===== config.mk =====
export PLATFORM = sky130hd
export DESIGN_NAME = servant_uart_tx
export DESIGN_NICKNAME = d
export VERILOG_FILES = /design/src/rtl/servant_uart_pkg.sv /design/src/rtl/servant_uart_fifo.sv /design/src/rtl/servant_uart_tx.sv
export SDC_FILE = /design/constraint.sdc
export NUM_CORES = 1
export LEC_CHECK = 0
export CELL_PAD_IN_SITES_DETAIL_PLACEMENT = 2
export CELL_PAD_IN_SITES_GLOBAL_PLACEMENT = 2
export CORE_MARGIN = 1
export CORE_UTILIZATION = 27
export CTS_CLUSTER_SIZE = 24
export DETAILED_ROUTE_END_ITERATION = 16
export PLACE_DENSITY_LB_ADDON = 0.1
export SYNTH_ARGS = -nofsm -noshare
export SYNTH_HDL_FRONTEND = slang
export SYNTH_HIERARCHICAL = 1
export SYNTH_SLANG_ARGS = --single-unit

===== constraint.sdc =====
create_clock -name wb_clk -period 5.55 [get_ports wb_clk]
set_input_delay 0.555 -clock wb_clk [delete_from_list [all_inputs] [get_ports wb_clk]]
set_output_delay 0.555 -clock wb_clk [all_outputs]
set_load 0.01 [all_outputs]

===== src/rtl/servant_uart_pkg.sv =====
// rtl/servant_uart_pkg.sv - shared types and constants for the servant UART transmitter
package servant_uart_pkg;

  typedef enum logic [1:0] {
    IDLE,
    START,
    DATA,
    STOP
  } tx_state_e;

  localparam logic ADR_DATA   = 1'b0;
  localparam logic ADR_STATUS = 1'b1;

  localparam int ST_BUSY  = 0;
  localparam int ST_EMPTY = 1;
  localparam int ST_FULL  = 2;

endpackage


===== src/rtl/servant_uart_fifo.sv =====
// rtl/servant_uart_fifo.sv - transmit byte buffer; SERVANT_UART_FIFO_EN selects a DEPTH-entry
// circular FIFO, otherwise a single holding register
module servant_uart_fifo #(
  parameter int DEPTH = 4
) (
  input  logic       clk,
  input  logic       rst,
  input  logic       push,
  input  logic [7:0] push_data,
  input  logic       pop,
  output logic [7:0] pop_data,
  output logic       full,
  output logic       empty
);

`ifdef SERVANT_UART_FIFO_EN
  localparam int AW = $clog2(DEPTH);

  logic [7:0]  mem_q [DEPTH];
  logic [7:0]  mem_d [DEPTH];
  logic [AW:0] wr_ptr_q, wr_ptr_d;
  logic [AW:0] rd_ptr_q, rd_ptr_d;

  always_comb begin
    mem_d    = mem_q;
    wr_ptr_d = wr_ptr_q;
    rd_ptr_d = rd_ptr_q;
    if (push) begin
      mem_d[wr_ptr_q[AW-1:0]] = push_data;
      wr_ptr_d                = wr_ptr_q + (AW+1)'(1);
    end
    if (pop) begin
      rd_ptr_d = rd_ptr_q + (AW+1)'(1);
    end
  end

  // The extra pointer bit separates full (same slot, different lap) from empty.
  assign empty    = (wr_ptr_q == rd_ptr_q);
  assign full     = (wr_ptr_q[AW] != rd_ptr_q[AW]) && (wr_ptr_q[AW-1:0] == rd_ptr_q[AW-1:0]);
  assign pop_data = mem_q[rd_ptr_q[AW-1:0]];

  always_ff @(posedge clk) begin
    if (rst) begin
      wr_ptr_q <= '0;
      rd_ptr_q <= '0;
    end else begin
      wr_ptr_q <= wr_ptr_d;
      rd_ptr_q <= rd_ptr_d;
    end
    mem_q <= mem_d;
  end
`else
  logic [7:0] data_q, data_d;
  logic       valid_q, valid_d;
  logic       unused_depth;

  assign unused_depth = (DEPTH != 0);

  always_comb begin
    data_d  = data_q;
    valid_d = valid_q;
    if (pop) begin
      valid_d = 1'b0;
    end
    if (push) begin
      data_d  = push_data;
      valid_d = 1'b1;
    end
  end

  assign full     = valid_q;
  assign empty    = ~valid_q;
  assign pop_data = data_q;

  always_ff @(posedge clk) begin
    if (rst) begin
      data_q  <= '0;
      valid_q <= 1'b0;
    end else begin
      data_q  <= data_d;
      valid_q <= valid_d;
    end
  end
`endif

endmodule


===== src/rtl/servant_uart_tx.sv =====
// rtl/servant_uart_tx.sv - Wishbone-slave 8N1 UART transmitter; buffer depth chosen by
// SERVANT_UART_FIFO_EN
module servant_uart_tx
  import servant_uart_pkg::*;
#(
  parameter int CLK_DIV    = 87,
  parameter int FIFO_DEPTH = 4
) (
  input  logic        wb_clk,
  input  logic        wb_rst,
  input  logic        i_wb_cyc,
  input  logic        i_wb_we,
  input  logic        i_wb_adr,
  input  logic [31:0] i_wb_dat,
  output logic [31:0] o_wb_rdt,
  output logic        o_wb_ack,
  output logic        o_uart_txd
);

  localparam int             DW       = $clog2(CLK_DIV);
  localparam logic [DW-1:0]  DIV_LAST = DW'(CLK_DIV - 1);

  tx_state_e     state_q, state_d;
  logic [DW-1:0] div_q, div_d;
  logic [2:0]    bit_q, bit_d;
  logic [7:0]    shift_q, shift_d;
  logic          ack_q, ack_d;
  logic [31:0]   rdt_q, rdt_d;

  logic       req, wr_is_data, push, pop, full, empty, div_wrap, txd;
  logic [7:0] head;
  logic       unused_dat_hi;

  assign unused_dat_hi = ^i_wb_dat[31:8];

  servant_uart_fifo #(
    .DEPTH(FIFO_DEPTH)
  ) u_fifo (
    .clk      (wb_clk),
    .rst      (wb_rst),
    .push     (push),
    .push_data(i_wb_dat[7:0]),
    .pop      (pop),
    .pop_data (head),
    .full     (full),
    .empty    (empty)
  );

  // The cycle after an ack never starts a new transfer, so a late-dropping cyc is harmless.
  assign req        = i_wb_cyc & ~ack_q;
  assign wr_is_data = i_wb_we & (i_wb_adr == ADR_DATA);
  assign div_wrap   = (div_q == DIV_LAST);
  assign pop        = ~empty & ((state_q == IDLE) | ((state_q == STOP) & div_wrap));
  assign push       = req & wr_is_data & (~full | pop);

  always_comb begin
    ack_d = req & (~wr_is_data | push);
    rdt_d = '0;
    if (req & ~i_wb_we & (i_wb_adr == ADR_STATUS)) begin
      rdt_d[ST_FULL]  = full;
      rdt_d[ST_EMPTY] = empty;
      rdt_d[ST_BUSY]  = (state_q != IDLE);
    end
  end

  always_comb begin
    state_d = state_q;
    div_d   = div_q;
    bit_d   = bit_q;
    shift_d = shift_q;
    txd     = 1'b1;
    if (state_q != IDLE) begin
      div_d = div_wrap ? '0 : div_q + DW'(1);
    end
    case (state_q)
      IDLE: begin
        if (!empty) begin
          shift_d = head;
          state_d = START;
        end
      end
      START: begin
        txd = 1'b0;
        if (div_wrap) begin
          bit_d   = 3'd0;
          state_d = DATA;
        end
      end
      DATA: begin
        txd = shift_q[0];
        if (div_wrap) begin
          shift_d = {1'b0, shift_q[7:1]};
          if (bit_q == 3'd7) begin
            bit_d   = 3'd0;
            state_d = STOP;
          end else begin
            bit_d = bit_q + 3'd1;
          end
        end
      end
      STOP: begin
        if (div_wrap) begin
          if (!empty) begin
            shift_d = head;
            state_d = START;
          end else begin
            state_d = IDLE;
          end
        end
      end
      default: state_d = IDLE;
    endcase
  end

  always_ff @(posedge wb_clk) begin
    if (wb_rst) begin
      state_q <= IDLE;
      div_q   <= '0;
      bit_q   <= '0;
      shift_q <= '0;
      ack_q   <= 1'b0;
      rdt_q   <= '0;
    end else begin
      state_q <= state_d;
      div_q   <= div_d;
      bit_q   <= bit_d;
      shift_q <= shift_d;
      ack_q   <= ack_d;
      rdt_q   <= rdt_d;
    end
  end

  assign o_wb_ack   = ack_q;
  assign o_wb_rdt   = rdt_q;
  assign o_uart_txd = txd;

endmodule


==> run_results.csv <==
group,metric,value,unit
outcome,status,"complete, but fails checks",
outcome,violations,"design-rule violations",
logic_synthesis,synth_edf_count,0,
worst_setup_path,worstSetupEndpointType,"primary output",
detailed_routing,vias,1359,
floorplan,fp.dieH,84.87,um
logic_synthesis,synth_common_cells,"dfxtp_1 (33), buf_4 (30), nor2_1 (24), mux2i_1 (15), a21oi_1 (14)",
cells_and_area,drive_gt1_share,7.442,%
run,max_cap_viol_count,0,
cts,tritoncts,"yes",
cts,cts_repair_resize_count,0,
worst_setup_path,crit_buf_inv,3,
worst_setup_path,rr_startpoint,"state_q[0]",
timing,max_freq,337.0,MHz
detailed_routing,viasPerCell,4.654,
cts,cts_made_buffers,5,
cts,cts_setup_buffers,0,
worst_setup_path,cp_max_fo,14,
detailed_routing,drc,2,
detailed_routing,drt_iter0_drc,43,
logic_synthesis,synth_area_leader_cell,"dfxtp_1",
worst_hold_path,whs_path_depth,2,
cells_and_area,layout.cells.non_filler,292,
worst_setup_path,criticalPathCategory,"register to primary output",
worst_setup_path,reg2reg_slack,3.01,ns
detailed_routing,routedWlPerCell,14.37,um
grt,busiest_layer,"met2",
cells_and_area,num-fill-cells,737,
timing,fin_skew,0.007607,ns
grt,gr-total-overflow,0,
placement,placed_cells,284,
grt,grtUsageMet2,23.28,%
timing,min_period,2.968,ns
timing,slew_viol_final,0,
logic_synthesis,ys_top_cells_by_area,"dfxtp_1 (36%), buf_4 (12%), mux2i_1 (8.1%), ha_1 (6.7%), nor2_1 (4.9%)",
grt,grt_usage,12.67,%
detailed_routing,totalWireLength,4196,um
floorplan,initial_utilization,28.55,%
logic_synthesis,async_reset_ff_share,0,%
cells_and_area,nets,261,
grt,use_met1,14.30,%
logic_synthesis,syn_area_per_cell,9.365,um2
grt,grt_pass1_vias,1381,
timing,worst_slack,2.582,ns
floorplan,dieArea,7203,um2
logic_synthesis,synth_xor_area_share,2.834,%
timing,tightest_slew,0.9994,ns
grt,antenna_found_initial,0,
logic_synthesis,synth_cells,198,
worst_setup_path,start_kind,"register",
worst_setup_path,path_delay_family,"buffers and inverters",
logic_synthesis,syn_area,1854,um2
worst_setup_path,critPathMaxStageDelay,0.67,ns
power_and_ir_drop,power.leakage,0.7834,nW
cts,cts_hold_buf,0,
floorplan,io_pins,71,
timing,hold_viol,0,
placement,port_buffers,17,
power_and_ir_drop,power_density,325.6,nW/um2
logic_synthesis,synthMuxAreaShare,8.097,%
worst_hold_path,worstHoldEndpoint,"bit_q[1]",
logic_synthesis,ys_ff_latch,33,
worst_hold_path,worst_hold_startpoint,"bit_q[1]",
cts,clockRootBuffer,"clkbuf_8",
cts,cts_sinks,33,
worst_setup_path,ff2ff_path_depth,6,
logic_synthesis,yosys_warnings,6,
worst_setup_path,slowest_stage,"ha_1",
grt,met3_usage,2.626,%
cells_and_area,n_antenna_cell,0,
logic_synthesis,synth.most_common_cell,"dfxtp_1",
grt,grt_max_degree,27,
placement,hpwl,3148,um
logic_synthesis,synth_simple_gate_area_share,14.78,%
worst_setup_path,worstPathCellList,"inv_1 -> ha_1 -> inv_2 -> a21oi_1 -> clkdlybuf4s50_1",
timing,finalSetupViolCount,0,
logic_synthesis,synth-main-ff-cell,"dfxtp_1",
floorplan,rows,29,
timing,relSlewSlack,33.17,%
logic_synthesis,synth_top_area_share,35.63,%
logic_synthesis,seq_area_frac_synth,35.63,%
cts,clkTransAtPathRegs,0.07,ns
power_and_ir_drop,ir_drop,0.00009943,V
grt,grt_pass1_wl,7044,um
timing,hold_slack,0.4924,ns
worst_setup_path,arrival,2.41,ns
cts,clockBufferDepth,2,
placement,place_congestion,0.7604,
placement,dp_slack,2.840,ns
worst_setup_path,crit_start,"state_q[0]",
detailed_routing,antenna_left,0,
cells_and_area,syn_to_final_growth,10.26,%
worst_hold_path,hold_path.class,"register to register",
timing,fin_crit_sh,53.47,%
logic_synthesis,synth-adder-area-share,6.748,%
cts,h-tree-depth,2,
floorplan,core_area,6495,um2
timing,fin_tns_setup,0,ns
logic_synthesis,synth-compound-area-share,14.98,%
logic_synthesis,synth_top_family_by_area,"buffers and inverters",
logic_synthesis,yosys.cell_types.count,42,
detailed_routing,dr.pass1.iters,10,
worst_setup_path,rr_endpoint,"shift_q[5]",
worst_setup_path,required,4.99,ns
floorplan,die_width,84.87,um
cts,clk-insertion-delay-late,0.29,ns
timing,rsz0062_at_grt,"false",
## cell usage in the layout, fill, tap and decap left out
cell type,n
a21o_1,1
a311oi_1,6
o22ai_2,1
and4b_1,2
a311oi_2,1
inv_1,7
nor4b_2,1
clkbuf_8,5
a21oi_2,2
clkdlybuf4s50_1,17
nand4bb_1,1
o2111a_1,1
or4_1,1
and3b_1,1
nor2b_1,1
mux2i_1,15
o221ai_1,2
a41o_1,2
nor3_1,1
a2bb2oi_1,1
a21oi_1,14
and3_1,1
xnor2_1,3
dfxtp_1,33
nand2b_1,5
and2_1,3
o31a_1,1
clkinvlp_4,3
o311ai_1,1
nand2_1,3
xor2_1,3
buf_4,1
and4bb_1,1
o21ai_0,3
inv_2,1
nand3_1,6
nor2_1,24
ha_1,10
a211oi_2,1
conb_1,29
## flip-flops by register name (all words and copies together), names as in the netlist
name,flops
bit_q,3
div_q,7
o_wb_ack,1
o_wb_rdt,3
shift_q,8
state_q,2
u_fifo/full,1
u_fifo/pop_data,8
## power by group
group | internal, mW | switching [mW]
clock network | 0.0879 | 0.0967
registers | 0.263 | 0.0200
logic | 0.0800 | 0.118
## worst max-delay path by stage
stage	endpoint	cells past startpoint
after floorplan	u_fifo/pop_data[0]	9
after global placement	o_uart_txd	5
after detailed placement	o_uart_txd	5
after CTS	o_uart_txd	5
after global routing	o_uart_txd	5
final	o_uart_txd	5
## layout make-up
class                   instances  area (um2)  area share (%)
clock inverters                 3       22.52           1.102
multi-input cells             148       988.4           48.35
repair buffers                 18       177.7           8.690
inverters                       8       30.03           1.469
clock buffers                   5       68.82           3.366
flip-flops and latches         33       660.6           32.31
well taps                      77       96.34           4.712
## layer usage
metal,up-vias,routed length (um)
met5,-,0
met3,7,125
met2,25,2145
li1,666,-
met4,0,65
met1,661,1860
## worst min-delay path, delay by kind of cell (launching register included)
| kind | cells | cell delay, ns |
|---|---|---|
| compound gates | 2 | 0.13 |
| flops | 1 | 0.31 |
## stage by stage
stage | power (mW) | cell area, um2 | utilization [%]
after floorplan | 0.4501 | 1959 | -
after global placement | 0.4776 | 1953 | 30.07
after CTS | 0.6803 | 2044 | 31.48
after detailed placement | 0.4891 | 1953 | 30.07
final | 0.6657 | 2044 | 31.48
after global routing | 0.7153 | 2044 | 31.48
## cells by family (layout without fill, tap and decap cells)
kind of cell / count (synthesis) / in the layout
AO/OA/AOI/OAI: 37 / 37
XOR/XNOR: 6 / 6
adder cells (fa/ha/maj): 10 / 10
buffers and inverters: 45 / 34
flip-flops: 33 / 33
multiplexers: 15 / 15
other: 1 / 29
AND/OR/NAND/NOR: 51 / 51
(Power assumes the default switching activity.)
